--- src/rtl/ddr_out_serializer.sv ---
// Serializes parallel words two bits per clock onto a DDR output pair (dr/df),
// with a one-word skid buffer for gapless streaming and a programmable oe tail.
module ddr_out_serializer #(
  parameter int   WIDTH    = 8,
  parameter int   OE_HOLD  = 2,
  parameter logic IDLE_VAL = 1'b0
) (
  input  logic             CLK,
  input  logic             ALn,
  input  logic [WIDTH-1:0] in_data,
  input  logic             in_valid,
  output logic             in_ready,
  output logic             dr,
  output logic             df,
  output logic             oe,
  output logic             busy
);

  localparam int BEATS = WIDTH / 2;
  localparam int CW    = (BEATS > 1) ? $clog2(BEATS) : 1;
  localparam int HW    = (OE_HOLD > 0) ? $clog2(OE_HOLD + 1) : 1;
  localparam logic [CW-1:0] LAST     = CW'(BEATS - 1);
  localparam logic [HW-1:0] HOLD_MAX = HW'(OE_HOLD);

  typedef enum logic [1:0] {IDLE, SHIFT, HOLD} state_t;

  state_t           state_q;
  logic [WIDTH-1:0] sr_q;
  logic [WIDTH-1:0] buf_q;
  logic             buf_full_q;
  logic [CW-1:0]    cnt_q;
  logic [HW-1:0]    hcnt_q;
  logic             dr_q;
  logic             df_q;
  logic             oe_q;

  logic             accept;
  logic             cnt_last;
  logic             load;
  logic [WIDTH-1:0] load_src;

  assign accept   = in_valid & ~buf_full_q;
  assign cnt_last = (cnt_q == LAST);

  // A fresh word starts whenever the shifter is free; the buffered word wins over a new one.
  assign load = (state_q == IDLE  && accept) ||
                (state_q == HOLD  && accept) ||
                (state_q == SHIFT && cnt_last && (buf_full_q || accept));
  assign load_src = buf_full_q ? buf_q : in_data;

  always_ff @(posedge CLK or negedge ALn) begin
    if (!ALn) begin
      state_q    <= IDLE;
      sr_q       <= '0;
      buf_q      <= '0;
      buf_full_q <= 1'b0;
      cnt_q      <= '0;
      hcnt_q     <= '0;
      dr_q       <= IDLE_VAL;
      df_q       <= IDLE_VAL;
      oe_q       <= 1'b0;
    end else if (load) begin
      dr_q       <= load_src[0];
      df_q       <= load_src[1];
      sr_q       <= load_src >> 2;
      cnt_q      <= '0;
      oe_q       <= 1'b1;
      buf_full_q <= 1'b0;
      state_q    <= SHIFT;
    end else begin
      case (state_q)
        SHIFT: begin
          if (!cnt_last) begin
            dr_q  <= sr_q[0];
            df_q  <= sr_q[1];
            sr_q  <= sr_q >> 2;
            cnt_q <= cnt_q + 1'b1;
            oe_q  <= 1'b1;
            if (accept) begin
              buf_q      <= in_data;
              buf_full_q <= 1'b1;
            end
          end else if (OE_HOLD > 0) begin
            dr_q    <= IDLE_VAL;
            df_q    <= IDLE_VAL;
            oe_q    <= 1'b1;
            hcnt_q  <= HW'(1);
            state_q <= HOLD;
          end else begin
            dr_q    <= IDLE_VAL;
            df_q    <= IDLE_VAL;
            oe_q    <= 1'b0;
            state_q <= IDLE;
          end
        end
        HOLD: begin
          dr_q <= IDLE_VAL;
          df_q <= IDLE_VAL;
          if (hcnt_q == HOLD_MAX) begin
            oe_q    <= 1'b0;
            state_q <= IDLE;
          end else begin
            hcnt_q <= hcnt_q + 1'b1;
            oe_q   <= 1'b1;
          end
        end
        default: begin
          dr_q    <= IDLE_VAL;
          df_q    <= IDLE_VAL;
          oe_q    <= 1'b0;
          state_q <= IDLE;
        end
      endcase
    end
  end

  assign in_ready = ~buf_full_q;
  assign busy     = (state_q != IDLE) | buf_full_q;
  assign dr       = dr_q;
  assign df       = df_q;
  assign oe       = oe_q;

endmodule

--- config.mk ---
export PLATFORM = sky130hd
export DESIGN_NAME = ddr_out_serializer
export DESIGN_NICKNAME = d
export VERILOG_FILES = /design/src/rtl/ddr_out_serializer.sv
export SDC_FILE = /design/constraint.sdc
export NUM_CORES = 1
export LEC_CHECK = 0
export ABC_AREA = 1
export CAP_MARGIN = 20
export CORE_UTILIZATION = 45
export CTS_CLUSTER_DIAMETER = 80
export DETAILED_ROUTE_END_ITERATION = 8
export GPL_ROUTABILITY_DRIVEN = 0
export GPL_TIMING_DRIVEN = 0
export HOLD_SLACK_MARGIN = 0.03
export PLACE_DENSITY = 0.69
export SYNTH_ARGS = -nofsm -noshare
export SYNTH_HDL_FRONTEND = slang
export SYNTH_SLANG_ARGS = --single-unit
export TNS_END_PERCENT = 1
--- constraint.sdc ---
create_clock -name CLK -period 3.95 [get_ports CLK]
set_input_delay 1.185 -clock CLK [delete_from_list [all_inputs] [get_ports CLK]]
set_output_delay 1.185 -clock CLK [all_outputs]
set_load 0.01 [all_outputs]
* Yosys cells after proc, flatten, opt, wreduce, memory -nomap -nowiden
Cells that the tools add are included.
** Storage, ports and cells
- Bits in registers :: 26
- Bits of input ports :: 11
- Output and inout port bits :: 5
- Logic and storage cells :: 69
** Cells by class
- Add/subtract/negate cells :: 2
- Equality and inequality tests :: 9
- Muxes and demuxes :: 27
- Bitwise logic cells :: 5
- Reduce and logical (&&, ||, !) cells :: 17
** Operator list (number)
- $mux 8 :: 4
- $mux 2 :: 8
- $mux 1 :: 12
- $pmux 2 s2 :: 2
- $reduce_and 4->1 :: 2
- $reduce_bool 2->1 :: 4
- $eq 2x2->1 const B :: 3
- $add 2x1->2 const B :: 2
- $logic_and 1x1->1 :: 4
- $ne 2x2->1 const B :: 2
- $reduce_and 2->1 :: 2
- $logic_or 1x1->1 :: 3
- $ne 3x2->1 const B :: 1
- $ne 3x3->1 const B :: 1
- $not 1->1 :: 3
- $reduce_and 3->1 :: 1
- $eq 2x1->1 const B :: 1
- $logic_not 2->1 :: 1
- $ne 2x1->1 const B :: 1
- $pmux 1 s2 :: 1
- $and 1x1->1 :: 1
- $or 1x1->1 :: 1

* Longest topological paths before layout
Gate-level depths: netlist of the first run.
- Word-level depth :: 7
- Gate-level depth with buffers :: 11
- Mapped depth without buffers :: 10

* Worst setup path before layout of the first run
OpenSTA, ideal clock, no wires.
- Path kind :: input port to flip-flop
- Start point :: input in_valid
- End point :: register cnt_q[0]
- Library setup time :: 116 ps
- Arrival :: 1879 ps
- Data required time :: 3834 ps
- Setup slack :: 1955 ps
- Cell stages on the path :: 8
- Path buffers :: 1
- Path through :: inv_2 nor2_2 nand2_4 nand2_4 nand2_2 buf_6 nand3_1 nand2_1
** Between the ends
- Longest elaborated chain between the ends :: 6
- Elaborated cells between the ends (all ways) :: 11
- Classes of those cells :: 1 x eq/ne; 1 x mux; 1 x bitwise; 8 x reduce/logical
** RTL lines
- start: declaration :: RTL line 11 : input logic in_valid,
- $and 1x1->1 (*) :: RTL line 42 : assign accept = in_valid & ~buf_full_q;
- $logic_and 1x1->1, or another cell as far along :: RTL line 46 : assign load = (state_q == IDLE && accept) ||
- $logic_or 1x1->1 / $logic_and 1x1->1 (equally long branches) :: RTL line 46, 48
- $logic_or 1x1->1 (*) :: RTL line 47 : (state_q == HOLD && accept) ||
- $ne 2x1->1 (no source line) / $reduce_bool 2->1 (equally long branches)
- $reduce_and 2->1 (no source line)
- end signal: assignment :: RTL line 77 : cnt_q <= cnt_q + 1'b1;
- end: declaration :: RTL line 31 : logic [CW-1:0] cnt_q;
Every way passes the cells marked *; elsewhere a longest branch is shown, timed or not.
A chain may end at the register's enable or synchronous reset.

* Final worst setup path of the first run
- Start point :: register state_q[0]
- End point :: output busy
** Between the ends
- Longest elaborated chain between the ends :: 2
** RTL lines
- start: declaration :: RTL line 27 : state_t state_q;
- start signal: assignment :: RTL line 53 : state_q <= IDLE;
- start signal: assignment :: RTL line 69 : state_q <= SHIFT;
- start signal: assignment :: RTL line 88 : state_q <= HOLD;
- $reduce_bool 2->1 :: RTL line 118 : assign busy = (state_q != IDLE) | buf_full_q;
- $or 1x1->1 :: RTL line 118
- end: declaration :: RTL line 16 : output logic busy
No other way between the ends.

==> run metrics, run 1 <==
slew at the pin closest to its max-slew limit=0.441 ns; most area-hungry cell type in the Yosys netlist=sky130_fd_sc_hd__dfrtp_1; starting density of the core=48.2%; portion of the post-synthesis area used by sequential elements=44.8%; final setup fails=0; Chip Height=56.6 um; Gate Count Post-Synth=177; setup ws final=1.08 ns; insertion delay to the later sink of the worst-skew pair=0.32 ns; cell breakdown of the critical path=inv_1 -> ha_1 -> nand2_1 -> clkdlybuf4s50_1; clock power share=13.0%; most common flop cell mapped by yosys=sky130_fd_sc_hd__dfrtp_1; EDFF count, synth=0; number of rows in the core area=19; endpoint kind of the worst setup timing path=primary output; number of top-level pins=16; register clock-pin slew on the reported worst setup and hold paths=0.14 ns; vias in the first global route=1092; Initial DRT Pass Iterations=4; worst slack, placed=1.28 ns; Period Utilization, post-route=72.6%; violation count after the first detailed-routing iteration=36; Fmax achieved=349 MHz; Post-CTS Resized=0; average via count per standard cell=5.07; worst-path maximum fanout=4; DRT antenna net count=0; Max-Cap Viols=0; hold violation count in the final report=0; Seq pwr share=38.2%; Post-CTS Setup Bufs=0; synthesized area divided by synthesized cell count=7.57 um2; gr usage total=18.4%; wire length of the first global-routing pass=4540 um; type of the worst min-delay path=flop to flop; Pwr Density=652 nW/um2; type of the setup path with the least slack=flop to primary output; Max IR drop VDD=0.419 mV; standard cell core area=2780 um2; Synth cell types=19; clock period minus worst slack=2.87 ns; final total power=1.03 mW; antenna violations before repair=0; YS warnings=0; Critical Path Start Type=flop; fill cell total of the finished layout=255; largest cells by area after synthesis=sky130_fd_sc_hd__dfrtp_1, sky130_fd_sc_hd__nand2_1, sky130_fd_sc_hd__nand3_1, sky130_fd_sc_hd__o21ai_0, sky130_fd_sc_hd__inv_1; clk buf depth=2; CTS Buf Count=3; ys async rst share=100%; Comb pwr share=48.8%; Layout Utilization=56.8%; clock sink count=24; routed wirelength normalized by instance count=11.5 um; TritonCTS clock tree=yes; routed wire length=2620 um; Pins Over Slew Limit=0; Post-Syn Nets=193; post-route setup TNS=0 ns; net switching share of the total power=42.5%; Req. time, crit path=2.76 ns; CP max stage cell=sky130_fd_sc_hd__clkdlybuf4s50_1; buffer type at the clock tree root=sky130_fd_sc_hd__clkbuf_4; remaining routing DRC violations=0; overall die width=56.6 um; cell leakage power=0.846 nW; arrival time reported for the critical path endpoint=1.68 ns; Slew headroom=70.5%; biggest cell delay along the critical path=0.52 ns; Port Buf Inserts=15; Via Count=1157; Switching Power=0.439 mW; number of buffers added to fix hold violations after cts=0; number of H-tree levels=1; count of nets after finishing=214; ratio of cells with drive above 1 in the final layout=11.2%; unrepaired setup endpoints after global routing=no; area growth from synthesis to layout=17.9%; fraction of synthesized cell area taken by the top area cell type=44.8%; overflow left after global routing=0; internal power=0.592 mW; Synth Cell Area=1340 um2; outcome=finished clean; Layout Skew=0.00767 ns; maximum number of pins on one net before global-route repair=25; post-synthesis register bit count=24; Diodes inserted=0; die footprint=3200 um2; estimated wirelength of the detail-placed design=1950 um
cell families (layout without fill, tap and decap cells):
family	count (synthesis)	after routing	synth area share (%)
and+or+nand+nor	104	104	35.7
DFF	24	24	44.8
buffers and inverters	25	45	7.75
adders and majority gates	5	5	4.67
AOI/OAI and AO/OA	19	19	7.10
power by group through the flow:
stage	combinational, mW	clock (mW)	sequential (mW)
detailed placement	0.504	0	0.399
CTS	0.506	0.140	0.393
global placement	0.491	0	0.394
global route	0.574	0.148	0.403
floorplan	0.357	0	0.393
finish	0.503	0.134	0.393
cell usage in the layout (no fill, tap or decap), drive strengths merged:
| cell type | n |
|---|---|
| nand2 | 73 |
| dfrtp | 24 |
| inv | 21 |
| o21ai | 19 |
| nand3 | 17 |
| clkdlybuf4s50 | 15 |
| nor2 | 11 |
| ha | 5 |
| clkbuf | 5 |
| buf | 3 |
| nand4 | 2 |
| nand3b | 1 |
| clkinv | 1 |
cell usage after synthesis (2+ instances only):
cell                      count
sky130_fd_sc_hd__dfrtp_1     24
sky130_fd_sc_hd__o21ai_1      3
sky130_fd_sc_hd__nand3_1     16
sky130_fd_sc_hd__o21ai_0     16
sky130_fd_sc_hd__nor2_2       3
sky130_fd_sc_hd__nand4_1      2
sky130_fd_sc_hd__nand2_1     65
sky130_fd_sc_hd__ha_1         5
sky130_fd_sc_hd__nand2_4      5
sky130_fd_sc_hd__nand2_2      3
sky130_fd_sc_hd__inv_2        2
sky130_fd_sc_hd__nor2_1       8
sky130_fd_sc_hd__inv_1       19
worst paths after layout:
kind                                        start                    to  slack [ns]  cells past startpoint
max in group asynchronous                     ALn  cnt_q[1]$_DFFE_PN0P_        2.34                      2
setup reg to reg           state_q[0]$_DFFE_PN0P_   sr_q[5]$_DFFE_PN0P_        2.23                     11
hold / removal               buf_q[3]$_DFFE_PN0P_  buf_q[3]$_DFFE_PN0P_        0.50                      2
setup / recovery           state_q[0]$_DFFE_PN0P_                  busy        1.08                      4
min in group asynchronous                     ALn  buf_q[0]$_DFFE_PN0P_        1.15                      1
hold reg to reg              buf_q[3]$_DFFE_PN0P_  buf_q[3]$_DFFE_PN0P_        0.50                      2
sequential cells by signal, summed over array words and instances, names as in the netlist:
name,flops
sr_q,6
buf_q,8
hcnt_q,2
cnt_q,2
buf_full_q,1
oe,1
df,1
dr,1
state_q,2
layer usage:
layer,global-route usage (%),wire (um),vias up
met5,0,0,-
met4,6.62,28,0
met3,4.61,107,4
met2,32.6,1270,23
met1,21.3,1220,534
li1,-,-,596
area by class of cell:
| cell class | count | area [um2] | area share [%] |
|---|---|---|---|
| Tap cell | 31 | 38.8 | 2.45 |
| Inverter | 22 | 83.8 | 5.30 |
| Clock buffer | 4 | 36.3 | 2.30 |
| Timing Repair Buffer | 16 | 165 | 10.5 |
| Buffer | 3 | 20.0 | 1.27 |
| Multi-Input combinational cell | 128 | 636 | 40.2 |
| Sequential cell | 24 | 601 | 38.0 |
through the flow:
step | hold WS [ns] | instance area, um2 | instances
finish | 0.501 | 1580 | 228
global route | 0.533 | 1580 | 228
CTS | 0.508 | 1570 | 227
detailed placement | 0.475 | 1530 | 223
global placement | 0.460 | 1530 | 223
floorplan | 0.446 | 1340 | 177
worst max-delay path: cells and delay by family (launching register included):
kind | cells | cell delay, ns
and+or+nand+nor | 1 | 0.07
adders and majority gates | 1 | 0.24
buffers and inverters | 2 | 0.62
DFF | 1 | 0.43
Power figures use the tool's default switching activity.
==> run 2, diff against run 1 <==
--- a/config.mk
+++ b/config.mk
@@ -13,7 +13,7 @@
 export GPL_ROUTABILITY_DRIVEN = 0
 export GPL_TIMING_DRIVEN = 0
 export HOLD_SLACK_MARGIN = 0.03
-export PLACE_DENSITY = 0.69
+export PLACE_DENSITY = 0.71
 export SYNTH_ARGS = -nofsm -noshare
 export SYNTH_HDL_FRONTEND = slang
 export SYNTH_SLANG_ARGS = --single-unit
==> constraint.sdc (replaced) <==
create_clock -name CLK -period 2.5 [get_ports CLK]
set_input_delay 0.75 -clock CLK [delete_from_list [all_inputs] [get_ports CLK]]
set_output_delay 0.75 -clock CLK [all_outputs]
set_load 0.01 [all_outputs]
==> run 2 against run 1 <==
  * First-iteration DRC count decreased by 17%
  * Clock power is 120% higher
  * Register-to-register slack lost 1.4 ns
  * Sequential power up 59%
  * Via count rose by 1.9%
  * Sequential share of layout area is 0.74 points lower
  * Critical path depth unchanged
  * Critical endpoint unchanged
==> run metrics, run 2 (synthesis results as in run 1) <==
max FFs per register=8 (unchanged); worst r2r dst=buf_q[3]$_DFFE_PN0P_ (was sr_q[5]$_DFFE_PN0P_); violation count after the first detailed-routing iteration=30 (was 36); ratio of cells with drive above 1 in the final layout=12.1% (was 11.2%); starting density of the core=48.2% (unchanged); number of H-tree levels=1 (unchanged); endpoint kind of the worst setup timing path=primary output (unchanged); count of nets after finishing=216 (was 214); biggest cell delay along the critical path=0.52 ns (about the same); number of top-level pins=16 (unchanged); Layout Skew=0.00306 ns (was 0.00767 ns); wire length of the first global-routing pass=4490 um (was 4540 um); outcome=finished clean (unchanged); Post-CTS Resized=0 (unchanged); stages on the worst setup path=4 (unchanged); Pins Over Slew Limit=0 (unchanged); cell breakdown of the critical path=inv_1 -> ha_1 -> nand2_1 -> clkdlybuf4s50_1 (unchanged); maximum number of pins on one net before global-route repair=25 (unchanged); family with the most delay on the worst path=buffers and inverters (unchanged); clock period minus worst slack=2.41 ns; Req. time, crit path=1.75 ns (was 2.76 ns); number of buffer and inverter stages on the critical path=2 (unchanged); insertion delay to the later sink of the worst-skew pair=0.32 ns (about the same); Via Count=1179 (was 1157); Initial DRT Pass Iterations=4 (unchanged); footprint of the multi-input gates=636 um2 (unchanged); clk buf depth=2 (unchanged); number of cells traversed by the worst register-to-register path=7 (was 11); TritonCTS clock tree=yes (unchanged); routed wirelength normalized by instance count=11.5 um (about the same); type of the setup path with the least slack=flop to primary output (unchanged); Most flops, register=buf_q (unchanged); commonest non-fill, non-tap cell in the layout=sky130_fd_sc_hd__nand2_1 (unchanged); number of rows in the core area=19 (unchanged); die footprint=3200 um2 (unchanged); Period Utilization, post-route=96.3%; overall die width=56.6 um (unchanged); DRT antenna net count=0 (unchanged); Port Buf Inserts=15 (unchanged); Pwr Density=1070 nW/um2 (was 652 nW/um2); register clock-pin slew on the reported worst setup and hold paths=0.14 ns (about the same); overflow left after global routing=0 (unchanged); flip-flop and latch area=601 um2 (unchanged); reg-to-reg setup timing slack=0.82 ns (was 2.23 ns); worst-path maximum fanout=3 (was 4); post-route setup TNS=0 ns (unchanged); CP max stage cell=sky130_fd_sc_hd__clkdlybuf4s50_1 (unchanged); hold violation count in the final report=0 (unchanged); area after detailed placement=1530 um2 (unchanged); vias in the first global route=1072 (was 1092); antenna violations before repair=0 (unchanged); cell leakage power=0.863 nW (was 0.846 nW); arrival time reported for the critical path endpoint=1.66 ns (was 1.68 ns); unrepaired setup endpoints after global routing=no (unchanged); average via count per standard cell=5.13 (was 5.07); Diodes inserted=0 (unchanged); Critical path origin=state_q[0]$_DFFE_PN0P_ (unchanged); final setup fails=0 (unchanged); buffer type at the clock tree root=sky130_fd_sc_hd__clkbuf_4 (unchanged); fill cell total of the finished layout=258 (was 255); Chip Height=56.6 um (unchanged); startpoint of the worst register-to-register path=state_q[1]$_DFFE_PN0P_ (was state_q[0]$_DFFE_PN0P_); routed wire length=2640 um (was 2620 um); area growth from synthesis to layout=20.3% (was 17.9%); Critical Path Start Type=flop (unchanged); WHS=0.498 ns (was 0.501 ns); slew at the pin closest to its max-slew limit=0.492 ns (was 0.441 ns); Max-Cap Viols=0 (unchanged); final std cell area, no fill=1610 um2 (was 1580 um2); standard cell core area=2780 um2 (unchanged); gr usage total=18.1% (was 18.4%); Top Registers=buf_q x8, sr_q x6 (unchanged); remaining routing DRC violations=0 (unchanged); estimated wirelength of the detail-placed design=1900 um (was 1950 um); clock sink count=24 (unchanged); commonest cells after routing, fill and taps aside=sky130_fd_sc_hd__nand2_1, sky130_fd_sc_hd__dfrtp_1, sky130_fd_sc_hd__inv_1, sky130_fd_sc_hd__o21ai_0, sky130_fd_sc_hd__nand3_1 (unchanged); Fmax achieved=415 MHz; CTS Buf Count=3 (unchanged); Max IR drop VDD=1.02 mV (was 0.419 mV); Slew headroom=67.1% (was 70.5%); CP Capture Point=busy (unchanged); type of the worst min-delay path=flop to flop (unchanged)
-- run 2: changes by cell type in the layout (fill, tap and decap cells not counted) --
cell and change:
sky130_fd_sc_hd__buf_4 +2, sky130_fd_sc_hd__bufinv_16 +1, sky130_fd_sc_hd__clkbuf_8 -1
-- run 2: how the worst min path moves through the flow --
stage                                from                      to  slack (ns)  cells after the start
floorplan                             ALn  buf_full_q$_DFFE_PN0P_        0.45                      0
global placement    hcnt_q[1]$_DFFE_PN0P_   hcnt_q[1]$_DFFE_PN0P_        0.46                      2
detailed placement  hcnt_q[1]$_DFFE_PN0P_   hcnt_q[1]$_DFFE_PN0P_        0.46                      2
CTS                 hcnt_q[1]$_DFFE_PN0P_   hcnt_q[1]$_DFFE_PN0P_        0.49                      2
global route         buf_q[4]$_DFFE_PN0P_    buf_q[4]$_DFFE_PN0P_        0.53                      2
finish              hcnt_q[1]$_DFFE_PN0P_   hcnt_q[1]$_DFFE_PN0P_        0.50                      2
-- run 2: per-stage QoR --
stage                     utilization (%)  setup WS, ns  instances  power [mW]
after floorplan                         -         0.940        177        1.18
after global placement               55.0         0.274        223        1.40
after detailed placement             55.0         0.260        223        1.42
after CTS                            56.9        0.0569        227        1.71
after global routing                 57.9       0.00988        230        1.87
final                                57.9        0.0925        230        1.72
-- run 2: worst min-delay path: cells and delay by family (launching register included) --
family           cells  cell delay [ns]
DFF                  1             0.38
and+or+nand+nor      2             0.10
-- run 2: report_power, final --
part,internal [mW],switching (mW)
registers,0.533,0.0898
clock network,0.162,0.127
logic,0.327,0.484
-- run 2: layout make-up --
cell class                      instances  share of cell area, %
Sequential cell                        24                   37.3
Tap cell                               31                   2.41
Clock inverter                          1                   1.86
Timing Repair Buffer                   18                   11.2
Buffer                                  3                   1.24
Multi-Input combinational cell        128                   39.4
Inverter                               22                   5.20
Clock buffer                            3                   1.40
-- run 2: metal layers --
metal  GRT usage [%]  part of all wire (%)  vias to the layer above
li1                -                     -                      601
met4            5.92                  0.68                        0
met3            5.07                   2.8                        2
met1            22.3                    46                      561
met5               0                     0                        -
met2            30.4                    51                       15
-- run 2: timing repair --
item	4_1_cts	5_1_grt
endpoints found under the hold margin	0	0
hold buffers	0	0
endpoints found under the setup margin	0	1
buffers inserted	0	2
